**src/rtl/fetch_unit_pkg.sv**
```systemverilog
// Shared types for the instruction fetch unit: scalar aliases, the fetch FSM
// state encoding, the default reset PC and a small alignment helper.
package fetch_unit_pkg;

    typedef logic [31:0] i32;
    typedef logic        i1;

    localparam i32 RESET_PC_DEFAULT = 32'hbfc0_0000;

    // REQ/WAIT carry a live transaction, HOLD presents a result to decode,
    // DROP_* drain a transaction whose data must be thrown away.
    typedef enum logic [2:0] {
        ST_REQ       = 3'd0,
        ST_WAIT      = 3'd1,
        ST_HOLD      = 3'd2,
        ST_DROP_REQ  = 3'd3,
        ST_DROP_WAIT = 3'd4
    } fetch_state_e;

    // A fetch address is legal only on a word boundary.
    function automatic i1 is_aligned(input i32 addr);
        return (addr[1:0] == 2'b00);
    endfunction

endpackage

```
**src/rtl/fetch_unit_if.sv**
```systemverilog
// Instruction-bus handshake between the fetch unit (master) and memory (slave).
interface fetch_unit_if;
    import fetch_unit_pkg::*;

    i1  ireq_valid;
    i32 ireq_addr;
    i1  iresp_addr_ok;
    i1  iresp_data_ok;
    i32 iresp_data;

    modport master (
        output ireq_valid,
        output ireq_addr,
        input  iresp_addr_ok,
        input  iresp_data_ok,
        input  iresp_data
    );

    modport slave (
        input  ireq_valid,
        input  ireq_addr,
        output iresp_addr_ok,
        output iresp_data_ok,
        output iresp_data
    );

endinterface

```
**src/rtl/fetch_unit.sv**
```systemverilog
// Instruction fetch unit: issues one read at a time on the instruction bus,
// presents each fetched word to decode until it is taken, and handles PC
// redirects by draining any in-flight transaction without forwarding it.
module fetch_unit
    import fetch_unit_pkg::*;
#(
    parameter i32 RESET_PC = RESET_PC_DEFAULT
) (
    input  logic         clk,
    input  logic         resetn,
    fetch_unit_if.master ibus,
    input  logic         stall,
    input  logic         redirect_valid,
    input  logic [31:0]  redirect_pc,
    output logic         out_valid,
    output logic [31:0]  out_pc,
    output logic [31:0]  out_instr,
    output logic         out_adel
);

    fetch_state_e state;
    i32           pc;
    i32           req_addr;
    i1            req_aligned;

    assign req_aligned = is_aligned(req_addr);

    // A misaligned address never reaches the bus; DROP_REQ keeps an already
    // issued (hence aligned) request asserted until the bus accepts it.
    assign ibus.ireq_valid = ((state == ST_REQ) && req_aligned) || (state == ST_DROP_REQ);
    assign ibus.ireq_addr  = req_addr;

    // Fetch FSM: redirect first, otherwise normal request/response/hold flow.
    always_ff @(posedge clk or negedge resetn) begin
        if (!resetn) begin
            state     <= ST_REQ;
            pc        <= RESET_PC;
            req_addr  <= RESET_PC;
            out_valid <= 1'b0;
            out_pc    <= '0;
            out_instr <= '0;
            out_adel  <= 1'b0;
        end else if (redirect_valid) begin
            // The redirect target becomes the next fetch; anything in flight
            // must still complete on the bus but its data is discarded.
            pc        <= redirect_pc;
            out_valid <= 1'b0;
            case (state)
                ST_REQ: begin
                    if (req_aligned && ibus.iresp_addr_ok && !ibus.iresp_data_ok) begin
                        state <= ST_DROP_WAIT;
                    end else if (req_aligned && !ibus.iresp_addr_ok) begin
                        state <= ST_DROP_REQ;
                    end else begin
                        state    <= ST_REQ;
                        req_addr <= redirect_pc;
                    end
                end
                ST_WAIT: begin
                    if (ibus.iresp_data_ok) begin
                        state    <= ST_REQ;
                        req_addr <= redirect_pc;
                    end else begin
                        state <= ST_DROP_WAIT;
                    end
                end
                ST_HOLD: begin
                    state    <= ST_REQ;
                    req_addr <= redirect_pc;
                end
                ST_DROP_REQ: begin
                    if (ibus.iresp_addr_ok && ibus.iresp_data_ok) begin
                        state    <= ST_REQ;
                        req_addr <= redirect_pc;
                    end else if (ibus.iresp_addr_ok) begin
                        state <= ST_DROP_WAIT;
                    end
                end
                ST_DROP_WAIT: begin
                    if (ibus.iresp_data_ok) begin
                        state    <= ST_REQ;
                        req_addr <= redirect_pc;
                    end
                end
                default: begin
                    state    <= ST_REQ;
                    req_addr <= redirect_pc;
                end
            endcase
        end else begin
            case (state)
                ST_REQ: begin
                    if (!req_aligned) begin
                        // Address error: report AdEL with a nop, no bus cycle.
                        out_valid <= 1'b1;
                        out_pc    <= req_addr;
                        out_instr <= '0;
                        out_adel  <= 1'b1;
                        pc        <= pc + 32'd4;
                        state     <= ST_HOLD;
                    end else if (ibus.iresp_addr_ok && ibus.iresp_data_ok) begin
                        out_valid <= 1'b1;
                        out_pc    <= req_addr;
                        out_instr <= ibus.iresp_data;
                        out_adel  <= 1'b0;
                        pc        <= pc + 32'd4;
                        state     <= ST_HOLD;
                    end else if (ibus.iresp_addr_ok) begin
                        state <= ST_WAIT;
                    end
                end
                ST_WAIT: begin
                    if (ibus.iresp_data_ok) begin
                        out_valid <= 1'b1;
                        out_pc    <= req_addr;
                        out_instr <= ibus.iresp_data;
                        out_adel  <= 1'b0;
                        pc        <= pc + 32'd4;
                        state     <= ST_HOLD;
                    end
                end
                ST_HOLD: begin
                    // No new request until decode has taken the entry.
                    if (!stall) begin
                        out_valid <= 1'b0;
                        req_addr  <= pc;
                        state     <= ST_REQ;
                    end
                end
                ST_DROP_REQ: begin
                    if (ibus.iresp_addr_ok && ibus.iresp_data_ok) begin
                        req_addr <= pc;
                        state    <= ST_REQ;
                    end else if (ibus.iresp_addr_ok) begin
                        state <= ST_DROP_WAIT;
                    end
                end
                ST_DROP_WAIT: begin
                    if (ibus.iresp_data_ok) begin
                        req_addr <= pc;
                        state    <= ST_REQ;
                    end
                end
                default: begin
                    req_addr <= pc;
                    state    <= ST_REQ;
                end
            endcase
        end
    end

endmodule

```
**src/flat_wrapper.sv**
```systemverilog
// flat-port wrapper written by rule: the top's interface ports become plain ports
module fetch_unit_flat import fetch_unit_pkg::*;
#(
    parameter i32 RESET_PC = RESET_PC_DEFAULT
)
  (clk, resetn, stall, redirect_valid, redirect_pc, out_valid, out_pc, out_instr, out_adel, ibus_ireq_valid, ibus_ireq_addr, ibus_iresp_addr_ok, ibus_iresp_data_ok, ibus_iresp_data);
  fetch_unit_if ibus_i ();
  input  logic clk;
  input  logic resetn;
  input  logic stall;
  input  logic redirect_valid;
  input  logic [31:0] redirect_pc;
  output logic out_valid;
  output logic [31:0] out_pc;
  output logic [31:0] out_instr;
  output logic out_adel;
  output wire logic [$bits(ibus_i.ireq_valid)-1:0] ibus_ireq_valid;
  output wire logic [$bits(ibus_i.ireq_addr)-1:0] ibus_ireq_addr;
  input wire logic [$bits(ibus_i.iresp_addr_ok)-1:0] ibus_iresp_addr_ok;
  input wire logic [$bits(ibus_i.iresp_data_ok)-1:0] ibus_iresp_data_ok;
  input wire logic [$bits(ibus_i.iresp_data)-1:0] ibus_iresp_data;
  assign ibus_ireq_valid = ibus_i.ireq_valid;
  assign ibus_ireq_addr = ibus_i.ireq_addr;
  assign ibus_i.iresp_addr_ok = ibus_iresp_addr_ok;
  assign ibus_i.iresp_data_ok = ibus_iresp_data_ok;
  assign ibus_i.iresp_data = ibus_iresp_data;
  fetch_unit #(.RESET_PC(RESET_PC)) u_core (.clk(clk), .resetn(resetn), .ibus(ibus_i), .stall(stall), .redirect_valid(redirect_valid), .redirect_pc(redirect_pc), .out_valid(out_valid), .out_pc(out_pc), .out_instr(out_instr), .out_adel(out_adel));
endmodule
```
**config.mk**
```make
export PLATFORM = sky130hd
export DESIGN_NAME = fetch_unit_flat
export DESIGN_NICKNAME = d
export VERILOG_FILES = /design/src/rtl/fetch_unit_pkg.sv /design/src/rtl/fetch_unit_if.sv /design/src/rtl/fetch_unit.sv /design/src/flat_wrapper.sv
export SDC_FILE = /design/constraint.sdc
export NUM_CORES = 1
export LEC_CHECK = 0
export ABC_AREA = 1
export BUFFER_PORTS_ARGS = -buffer_cell sky130_fd_sc_hd__buf_2
export CORE_MARGIN = 5
export CORE_UTILIZATION = 48
export DETAILED_ROUTE_END_ITERATION = 7
export MAX_ROUTING_LAYER = met4
export PLACE_DENSITY = 0.73
export SYNTH_ARGS = -nofsm -noshare
export SYNTH_HDL_FRONTEND = slang
export SYNTH_SLANG_ARGS = --single-unit
```
**constraint.sdc**
```tcl
create_clock -name clk -period 1.5 [get_ports clk]
set_input_delay 0.225 -clock clk [delete_from_list [all_inputs] [get_ports clk]]
set_output_delay 0.225 -clock clk [all_outputs]
set_load 0.03 [all_outputs]
```
# --- After elaboration in Yosys (flattened, before gate mapping) ---
# Cells that the tools add are included.
word_totals:
  wordCells: 92
  ff_bits: 133
  out_inout_bits: 99
classes:
  muxes: 47
  n_eq_ne: 16
  n_reduce_logical: 20
  bitwise: 1
  add_sub_neg: 1
ops:
  columns: ["op", "count"]
  rows:
  - ["$mux 32", 18]
  - ["$pmux 32 s2", 3]
  - ["$pmux 32 s4", 1]
  - ["$pmux 32 s3", 1]
  - ["$mux 3", 11]
  - ["$add 32x3->32 const B", 1]
  - ["$ne 3x3->1 const B", 6]
  - ["$pmux 3 s5", 1]
  - ["$pmux 3 s4", 1]
  - ["$mux 1", 8]
  - ["$reduce_and 4->1", 2]
  - ["$reduce_and 7->1", 1]
  - ["$eq 3x2->1 const B", 2]
  - ["$reduce_and 3->1", 2]
  - ["$logic_and 1x1->1", 5]
  - ["$ne 5x5->1 const B", 1]
  - ["$ne 2x2->1 const B", 2]
  - ["$ne 4x4->1 const B", 1]
  - ["$reduce_bool 4->1", 1]
  - ["$reduce_or 2->1", 2]
  - ["$eq 3x1->1 const B", 1]
  - ["$eq 3x3->1 const B", 1]
  - ["$logic_not 3->1", 1]
  - ["$ne 3x2->1 const B", 1]
  - ["10 further kinds", 11]

# --- Depth between registers and ports, before layout ---
# Gate-level depths: netlist of run 1.
depth:
  word_depth: 6
  depth_mapped: 11
  mapped_depth_nobuf: 10

# --- Worst setup path before layout of run 1 ---
# OpenSTA, ideal clock, no wires.
synth_path:
  kind: "flip-flop to flip-flop"
  from: "register u_core.req_addr[1], in the netlist u_core.ibus.ireq_addr[1]"
  to: "register u_core.out_pc[12]"
  stages_incl_launch_ff: 12
  required_ns: 1.382
  t_arrival_ns: 1.450
  period_less_slack_ns: 1.567
  path_slack_ns: -0.067
  cell_sequence: "dfrtp_1 nor2_1 nand2_1 inv_1 nand2_2 nand3_4 nor2_4 inv_2 buf_6 buf_6 nand2_1 nand2_1"
synth_via:
  elab_chain_cells: 3
  word_cells_on_any_way: 5
  cone_classes: "eq/ne: 1; mux: 2; reduce/logical: 2"
synth_lines:
  columns: ["element", "line", "text"]
  rows:
  - ["start: declaration", "fetch_unit.sv:23", "i32 req_addr;"]
  - ["start signal: assignment", "fetch_unit.sv:56", "req_addr <= redirect_pc;"]
  - ["start signal: assignment", "fetch_unit.sv:62", "req_addr <= redirect_pc;"]
  - ["start signal: assignment", "fetch_unit.sv:69", "req_addr <= redirect_pc;"]
  - ["$logic_not 2->1 *", "fetch_unit_pkg.sv:22", "return (addr[1:0] == 2'b00);"]
  - ["$ne 3x3->1 (no source line) / $mux 32 (equally long branches)", null, null]
  - ["$reduce_and 4->1 (no source line) / $pmux 32 s2 (equally long branches)", null, null]
  - ["end signal: assignment", "fetch_unit.sv:96", "out_pc <= req_addr;"]
  - ["end signal: assignment", "fetch_unit.sv:103", "out_pc <= req_addr;"]
  - ["end signal: assignment", "fetch_unit.sv:115", "out_pc <= req_addr;"]
  - ["end: declaration", "fetch_unit.sv:16", "output logic [31:0] out_pc,"]
# Every way passes the cells marked *; elsewhere a longest branch is shown, timed or not.
# A chain may end at the register's enable or synchronous reset.

# --- Worst setup path after layout of run 1 ---
layout_path:
  from: "register u_core.state[1]"
  to: "register u_core.out_instr[0]"
layout_via:
  elab_chain_cells: 3
  word_cells_on_any_way: 7
  cone_classes: "eq/ne: 3; mux: 1; reduce/logical: 3"
layout_lines:
  columns: ["element", "line", "text"]
  rows:
  - ["start: declaration", "fetch_unit.sv:21", "fetch_state_e state;"]
  - ["start signal: assignment", "fetch_unit.sv:36", "state <= ST_REQ;"]
  - ["start signal: assignment", "fetch_unit.sv:51", "state <= ST_DROP_WAIT;"]
  - ["start signal: assignment", "fetch_unit.sv:53", "state <= ST_DROP_REQ;"]
  - ["$eq 3x1->1 / $logic_not 3->1 (equally long branches)", "fetch_unit.sv:91", "case (state)"]
  - ["$ne 2x2->1 (no source line) (tied with other cells)", null, null]
  - ["$reduce_and 4->1 (no source line)", null, null]
  - ["end signal: assignment", "fetch_unit.sv:104", "out_instr <= ibus.iresp_data;"]
  - ["end signal: assignment", "fetch_unit.sv:116", "out_instr <= ibus.iresp_data;"]
  - ["end: declaration", "fetch_unit.sv:17", "output logic [31:0] out_instr,"]
# Parallel ways exist; a longest one is shown, timed or not.

==> results of run 1 <==
## state kept, by name, indices dropped and copies added (netlist names)
register	count
u_core.state	3
u_core.out_pc	32
u_core.ibus.ireq_addr	32
u_core.out_adel	1
u_core.pc	32
u_core.out_valid	1
u_core.out_instr	32
## metal layers
metal / global-route usage / vias to the layer above
li1: - / 3334
met1: 0.3717 / 3363
met4: 0.09148 / 0
met2: 0.4648 / 366
met3: 0.05226 / 48
met5: - / -
## critical path: stages, from the launching register on
cell	delay, ns
dfrtp_1	0.40
nor2_2	0.16
nand2_2	0.08
buf_6	0.12
nand2_4	0.08
nand3_4	0.10
nor2_4	0.13
buf_4	0.20
bufbuf_16	0.28
nand3_1	0.09
nand2_1	0.09
## per-stage QoR
| stage | hold slack, ns | setup TNS [ns] |
|---|---|---|
| 2_1_floorplan | -0.07059 | 0 |
| 3_3_place_gp | 0.1380 | -2.029 |
| 3_5_place_dp | 0.1353 | -6.569 |
| 4_1_cts | 0.02098 | -22.64 |
| 5_1_grt | 0.03286 | -37.96 |
| 6_report | 0.03219 | -29.01 |
## synth_stat cells (5+ instances only)
cell | n | area share
nand3_1 | 102 | 0.077
nand3b_1 | 7 | 0.0079
inv_1 | 45 | 0.026
buf_6 | 12 | 0.020
nand4_1 | 9 | 0.0085
o21ai_1 | 11 | 0.0083
inv_2 | 5 | 0.0028
buf_2 | 15 | 0.011
nand2_1 | 436 | 0.25
dfstp_2 | 18 | 0.071
a21oi_1 | 9 | 0.0068
dfrtp_1 | 115 | 0.43
clkbuf_1 | 5 | 0.0028
o21ai_0 | 22 | 0.017
nor2_1 | 51 | 0.029
buf_4 | 5 | 0.0057
nand2_2 | 5 | 0.0047
## power groups by stage
stage / registers (mW) / clock network (mW) / logic, mW
after global placement: 6.48 / 0 / 9.52
final: 6.64 / 4.84 / 14.4
after detailed placement: 6.51 / 0 / 9.67
after global routing: 6.80 / 5.04 / 15.3
after CTS: 6.48 / 4.84 / 13.2
after floorplan: 8.43 / 0 / 4.41
## worst paths after layout
check | start | end | slack (ns) | cells after the start
worst min-delay path | ibus_iresp_data[10] | u_core.out_instr[10] | 0.03 | 3
worst max-delay path | u_core.state[1] | u_core.out_instr[0] | -0.30 | 10
min in group asynchronous | resetn | u_core.out_pc[22] | 0.27 | 2
worst max register to register | u_core.state[1] | u_core.out_instr[0] | -0.30 | 10
max in group asynchronous | resetn | u_core.pc[28] | 0.66 | 3
worst min register to register | u_core.out_pc[3] | u_core.out_pc[3] | 0.46 | 2
## timing repair
item                                    CTS  global route
pin swaps                                 7            20
gates cloned                             20             5
hold buffers                              1             0
resized for setup                        65            87
hold endpoints to repair                 29             0
buffers inserted                         19             6
endpoints found under the setup margin  123           130
## final cells by class
| class | count | area share |
|---|---|---|
| Multi-Input combinational cell | 664 | 0.3113 |
| Clock inverter | 12 | 0.02231 |
| Sequential cell | 133 | 0.3321 |
| Timing Repair Buffer | 277 | 0.2433 |
| Clock buffer | 20 | 0.04523 |
| Timing Repair inverter | 1 | 0.001983 |
| Tap cell | 180 | 0.02231 |
| Inverter | 51 | 0.02144 |
## logic make-up after synthesis
kind of cell | share of synthesized area
flops | 0.5059
buf+inv | 0.07083
simple gates | 0.3852
compound gates | 0.03627
fa+ha+maj | 0.001889
==> results.toml, run 1 <==
[run_status]
status = "finished with violations"
violations = "negative setup slack"

[power]
p_per_area_nw_per_um2 = 2560
vdd_ir_drop_max_mv = 1.119
power_switching_mw = 11.16
p_seq_frac = 0.257
swShare = 0.4317
cellLeakagePower_nw = 5.492
power.share.clock = 0.187
p_int_mw = 14.69
p_total_mw = 25.85
pwr-share-comb = 0.556

[placed_design]
post-place-cells = 1257
post-place-ws_ns = -0.1105
io_buffers = 168
place_hpwl_mm = 13.51
place.gp.congestion = 0.9362
place_area_um2 = 8031

[final_layout]
drive_above_1_share = 0.3679
final_common_cell = "nand2_1"
postLayoutCoreUtil = 0.7359
fin_cells = 1338
multi_input_area_um2 = 3143
stdcell_area_um2 = 10100
regArea_um2 = 3353
nFillCells = 947
layout.nets = 1216
syn_to_final_growth_pct = 52.42
final_cell_mix = "nand2_1 (379), buf_2 (166), dfrtp_1 (113)"
n_antenna_cell = 0

[clocking]
cts_sinks = 133
numCtsBuffers = 17
htreeDepth = 4
cts_tree = "built"
clk_latency_ns = 0.42
cts_buffer_depth = 2
cts_root_buf = "clkbuf_16"
path_clk_slew_ns = 0.06

[route]
drc = 0
vias = 7111
wl_met3_mm = 1.970
wl_met1_mm = 9.323
top_layer = "met4"
drt-initial-drc-count = 630
vias_per_cell = 5.315
wl_mm = 23.44
postRouteAntennaNets = 0
wl_per_cell_um = 17.51
dr.pass1.iters = 7
wl_met2_mm = 11.60

[synthesis]
syn_inst = 888
synth.avg_cell_area_um2 = 7.459
synth_edf_count = 0
ys_async_sr_fraction = 1.000
yosysWarnings = 0
synth_area_um2 = 6624
yosysSeqAreaShare = 0.5059
synthFlopType = "dfrtp_1"
synth_seq_cells = 133
ys_types = 27
syn-num-nets = 959

[grt]
antenna_found_initial = 0
grt_pass1_wl_mm = 35.71
gr-total-overflow = 0
grt_pass1_vias = 6828
grt_max_degree = 42
track_usage = 0.2883

[die]
rows = 43
initial_core_util = 0.4828
core-area_um2 = 13720
die_w_um = 127.5
io-pin-count = 169
die_h_um = 127.5
die_area_um2 = 16250

[setup_path]
required_ns = 1.86
startpoint_type = "flop"
critical_path_class = "reg2reg"
crit_fanout = 8
cp.arrival_ns = 2.16
end_kind = "flop"

[timing]
skew_ns = 0.009030
slew_headroom = 0.7086
finalCritPeriodShare = 1.200
hold_viol = 0
timing.fmax_ghz = 0.5554
finalCriticalPeriod_ns = 1.800
worst_slack_ns = -0.3005
setup_viol = 130
rsz0062_at_grt = "yes"
drv_slew = 0
tightest_slew_ns = 0.4326

[flow_run]
max_cap_violations = 0

[worst_hold_path]
worstHoldPathType = "in2reg"
Note: power is estimated with default switching activity, not from simulation.
==> run 2, diff against run 1 <==
CORE_UTILIZATION = 30   (was 48)
PLACE_DENSITY = 0.49   (was 0.73)
==> run 2 against run 1 <==
Effect of this change: the flow still finishes with violations (negative setup slack); critical path depth unchanged; clock skew increased by 0.00076 ns; die area increased by 55%; critical path type unchanged; hold slack got worse by 0.0081 ns; count of clock-buffer cells in the layout decreased by 2; design area decreased by 4.1%; setup slack improved by 0.039 ns; non-clock buffer count decreased by 5; via count decreased by 8.0%; sequential share of layout area increased by 1.4 points; fmax increased by 2.2%.
==> results.toml, run 2 (same netlist as run 1, synthesis figures left out) <==
[final_layout]
n_antenna_cell = 0
syn_to_final_growth_pct = 46.13
final_cell_mix = "nand2_1 (416), buf_2 (166), dfrtp_1 (113)"
final_common_cell = "nand2_1"
fin_cells = 1433
layout.nets = 1211
drive_above_1_share = 0.3365

[setup_path]
crit_fanout = 12
cp.arrival_ns = 2.07
required_ns = 1.80
startpoint_type = "flop"
end_kind = "flop"
critical_path_class = "reg2reg"

[placed_design]
post-place-ws_ns = -0.1210
io_buffers = 168
place.gp.congestion = 0.8491
place_hpwl_mm = 15.37
post-place-cells = 1374

[power]
p_seq_frac = 0.286
vdd_ir_drop_max_mv = 0.8046
pwr-share-comb = 0.526
cellLeakagePower_nw = 5.286
p_int_mw = 12.75
power.share.clock = 0.188
swShare = 0.4456
p_per_area_nw_per_um2 = 2377
power_switching_mw = 10.25

[flow_run]
max_cap_violations = 0

[route]
vias = 6544
dr.pass1.iters = 5
wl_mm = 21.93
drc = 0
drt-initial-drc-count = 435
wl_per_cell_um = 15.30
vias_per_cell = 4.567
postRouteAntennaNets = 0

[timing]
tightest_slew_ns = 0.4691
skew_ns = 0.009786
holdWs_ns = 0.02405
setup_viol = 131
drv_slew = 0
timing.fmax_ghz = 0.5678
finalCriticalPeriod_ns = 1.761
worst_slack_ns = -0.2611
rsz0062_at_grt = "yes"
hold_viol = 0
setup_tns_ns = -24.84
finalCritPeriodShare = 1.174
slew_headroom = 0.6873

[clocking]
numCtsBuffers = 17
cts_root_buf = "clkbuf_16"
cts_tree = "built"
htreeDepth = 4
cts_sinks = 133
cts_buffer_depth = 2
clk_latency_ns = 0.42
path_clk_slew_ns = 0.06

[run_status]
status = "finished with violations"
violations = "negative setup slack"

[grt]
track_usage = 0.1795
grt_pass1_vias = 6361
grt_pass1_wl_mm = 34.29
antenna_found_initial = 0
grt_max_degree = 45
gr-total-overflow = 0

[worst_hold_path]
worstHoldPathType = "in2reg"

[die]
die_w_um = 158.6
core-area_um2 = 21760
die_area_um2 = 25150
io-pin-count = 169
initial_core_util = 0.3045
die_h_um = 158.6
rows = 54
[run 2: final timing paths]
check / endpoint / start / depth (start not counted) / slack (ns)
min in group asynchronous: u_core.out_instr[1] / resetn / 2 / 0.29
setup reg to reg: u_core.out_instr[30] / u_core.state[0] / 10 / -0.26
hold reg to reg: u_core.out_pc[1] / u_core.out_pc[1] / 2 / 0.47
max in group asynchronous: u_core.pc[23] / resetn / 3 / 0.61
setup / recovery: u_core.out_instr[30] / u_core.state[0] / 10 / -0.26
hold / removal: u_core.out_instr[22] / ibus_iresp_data[22] / 3 / 0.02
[run 2: final cells by class]
type,instances,area (um^2)
fillers,2221,12080
clock buffers,18,429.2
well taps,280,350.3
clock inverters,14,180.2
inverters,51,198.9
multi-input cells,664,3030
repair buffers,272,2133
repair inverters,1,3.754
flip-flops and latches,133,3353
[run 2: worst max-delay path, stage by stage, from the launching register on]
cell and delay, ns:
dfrtp_1 0.42, nor2_2 0.12, nand2_1 0.09, buf_6 0.12
nand2_4 0.06, nand3_4 0.07, nor2_4 0.20, clkinv_4 0.14
bufbuf_16 0.30, nand2_1 0.05, nand2_1 0.06
[run 2: per-stage QoR]
step	power (mW)	utilization	area (um^2)
floorplan	12.85	-	6629
global placement	16.66	0.3842	8359
detailed placement	16.70	0.3842	8359
CTS	22.45	0.4298	9350
global route	24.65	0.4449	9679
finish	23.01	0.4449	9679
[run 2: power by group through the flow]
stage | clock network [mW] | logic (mW) | registers [mW]
6_report | 4.32 | 12.1 | 6.57
5_1_grt | 4.62 | 13.3 | 6.78
4_1_cts | 4.43 | 11.5 | 6.53
3_5_place_dp | 0 | 10.1 | 6.57
3_3_place_gp | 0 | 10.1 | 6.59
2_1_floorplan | 0 | 4.41 | 8.43
[run 2: metal layers]
layer / global-route usage / vias up / share of wire
met4: 0.04265 / 0 / 0.0098
li1: - / 3301 / -
met1: 0.2449 / 3062 / 0.47
met3: 0.04159 / 15 / 0.059
met5: - / - / 0
met2: 0.2721 / 166 / 0.46
[run 2: timing repair]
| action | CTS | global route |
|---|---|---|
| setup endpoints to repair | 121 | 131 |
| hold endpoints to repair | 25 | 0 |
| cloned | 7 | 5 |
| hold buffers | 1 | 0 |
| buffers inserted | 11 | 8 |
| pin swaps | 5 | 19 |
| resized for setup | 32 | 53 |
==> run 3, diff against run 2 <==
CORE_UTILIZATION = 48   (was 30)
GPL_TIMING_DRIVEN = 1   (was default)
PLACE_DENSITY = 0.81   (was 0.49)
==> run 3 against run 2 <==
Effect of this change: the run still ends with negative setup slack left; count of clock-buffer cells in the layout up 5; cell count is 8.0% lower; largest power group unchanged; fmax up 1.1%.
==> results.toml, run 3 (same netlist as run 1, synthesis figures left out) <==
[power]
p_seq_frac = 0.296
p_per_area_nw_per_um2 = 2420
power_switching_mw = 9.999
pwr-share-comb = 0.516
cellLeakagePower_nw = 5.098
swShare = 0.4479
vdd_ir_drop_max_mv = 1.047
p_int_mw = 12.33
power.share.clock = 0.188

[die]
die_area_um2 = 16250
die_w_um = 127.5
die_h_um = 127.5
rows = 43
core-area_um2 = 13720
initial_core_util = 0.4828
io-pin-count = 169

[clocking]
htreeDepth = 4
path_clk_slew_ns = 0.06
cts_tree = "built"
cts_sinks = 133
clk_latency_ns = 0.42
cts_buffer_depth = 2
numCtsBuffers = 17
cts_root_buf = "clkbuf_16"

[final_layout]
syn_to_final_growth_pct = 39.29
nFillCells = 1048
drive_above_1_share = 0.3069
fin_cells = 1318
postLayoutCoreUtil = 0.6725
stdcell_area_um2 = 9226
final_cell_mix = "nand2_1 (425), buf_2 (166), dfrtp_1 (111)"
final_common_cell = "nand2_1"
layout.nets = 1195

[timing]
worst_slack_ns = -0.2419
rsz0062_at_grt = "yes"
timing.fmax_ghz = 0.5741
holdWs_ns = 0.02859
skew_ns = 0.01273
finalCritPeriodShare = 1.161
setup_tns_ns = -17.40
tightest_slew_ns = 0.3770
setup_viol = 130
drv_slew = 0
slew_headroom = 0.7460
finalCriticalPeriod_ns = 1.742
hold_viol = 0

[grt]
gr-total-overflow = 0
grt_pass1_wl_mm = 30.85
antenna_found_initial = 1
grt_max_degree = 47
grt_pass1_vias = 6247
track_usage = 0.2456

[route]
vias_per_cell = 5.219
drt-initial-drc-count = 605
wl_mm = 20.68
dr.pass1.iters = 5
vias = 6878
wl_per_cell_um = 15.69
postRouteAntennaNets = 0
drc = 0

[setup_path]
end_kind = "primary output"
crit_fanout = 5
required_ns = 1.27
critical_path_class = "reg2out"
cp.arrival_ns = 1.52
startpoint_type = "flop"

[worst_hold_path]
worstHoldPathType = "in2reg"

[placed_design]
place_hpwl_mm = 13.91
place_area_um2 = 8124
post-place-cells = 1266
place.gp.congestion = 0.9127
io_buffers = 168

[run_status]
violations = "negative setup slack"
status = "finished with violations"

[flow_run]
max_cap_violations = 0
run 3: changes by cell type in the layout (fill, tap and decap cells not counted), sizes merged:
cell      before  now
inv           51   49
clkinv        11    5
clkbuf        23   31
bufbuf         2    0
buf          264  248
diode          0    1
clkinvlp       1    3
run 3: worst paths after layout:
kind / start / to / slack, ns / cells after the start
min in group asynchronous: resetn / u_core.out_pc[22] / 0.28 / 2
hold / removal: ibus_iresp_data[21] / u_core.out_instr[21] / 0.03 / 3
hold reg to reg: u_core.out_pc[9] / u_core.out_pc[9] / 0.46 / 2
max in group asynchronous: resetn / u_core.ibus.ireq_addr[31] / 0.59 / 3
setup reg to reg: u_core.state[1] / u_core.out_instr[31] / -0.21 / 10
setup / recovery: u_core.state[0] / ibus_ireq_valid / -0.24 / 6
run 3: through the flow:
stage               setup slack (ns)  power, mW
finish                       -0.2419      22.33
global route                 -0.2821      23.63
CTS                          -0.1921      20.85
detailed placement           -0.1368      16.41
global placement            -0.08812      16.20
floorplan                   0.003887      12.85
run 3: metal layers:
layer	global-route usage	vias up	wire [um]
li1	-	3279	-
met1	0.3135	3212	8612
met4	0.1003	0	477
met2	0.3822	330	9922
met5	-	-	0
met3	0.05309	57	1671
run 3: cell type report:
type | count | area (um^2) | area share
repair buffers | 257 | 1898 | 0.2057
diodes | 1 | 2.502 | 0.0002712
clock inverters | 9 | 127.6 | 0.01383
well taps | 180 | 225.2 | 0.02441
flip-flops and latches | 133 | 3356 | 0.3637
multi-input cells | 664 | 2938 | 0.3184
inverters | 51 | 211.5 | 0.02292
clock buffers | 23 | 467.9 | 0.05072
run 3: power groups by stage:
stage                     logic (mW)  clock network [mW]  registers (mW)
after floorplan                 4.41                   0            8.43
after global placement          9.66                   0            6.53
after detailed placement        9.87                   0            6.54
after CTS                       10.1                4.23            6.53
after global routing            12.4                4.43            6.76
final                           11.5                4.21            6.60
run 3: timing repair:
action,in CTS,in global routing
setup endpoints to repair,124,130
gates cloned,0,9
resized for setup,15,45
setup buffers,3,7
hold endpoints to repair,29,0
pin swaps,2,14
hold buffers,1,0
run 3: critical path, cell delays in order, from the launching register on:
cell and delay (ns):
dfrtp_2 0.45, nor2_4 0.15, nand2_2 0.10, nor2_4 0.13
inv_2 0.05, nand2_2 0.09, buf_6 0.13
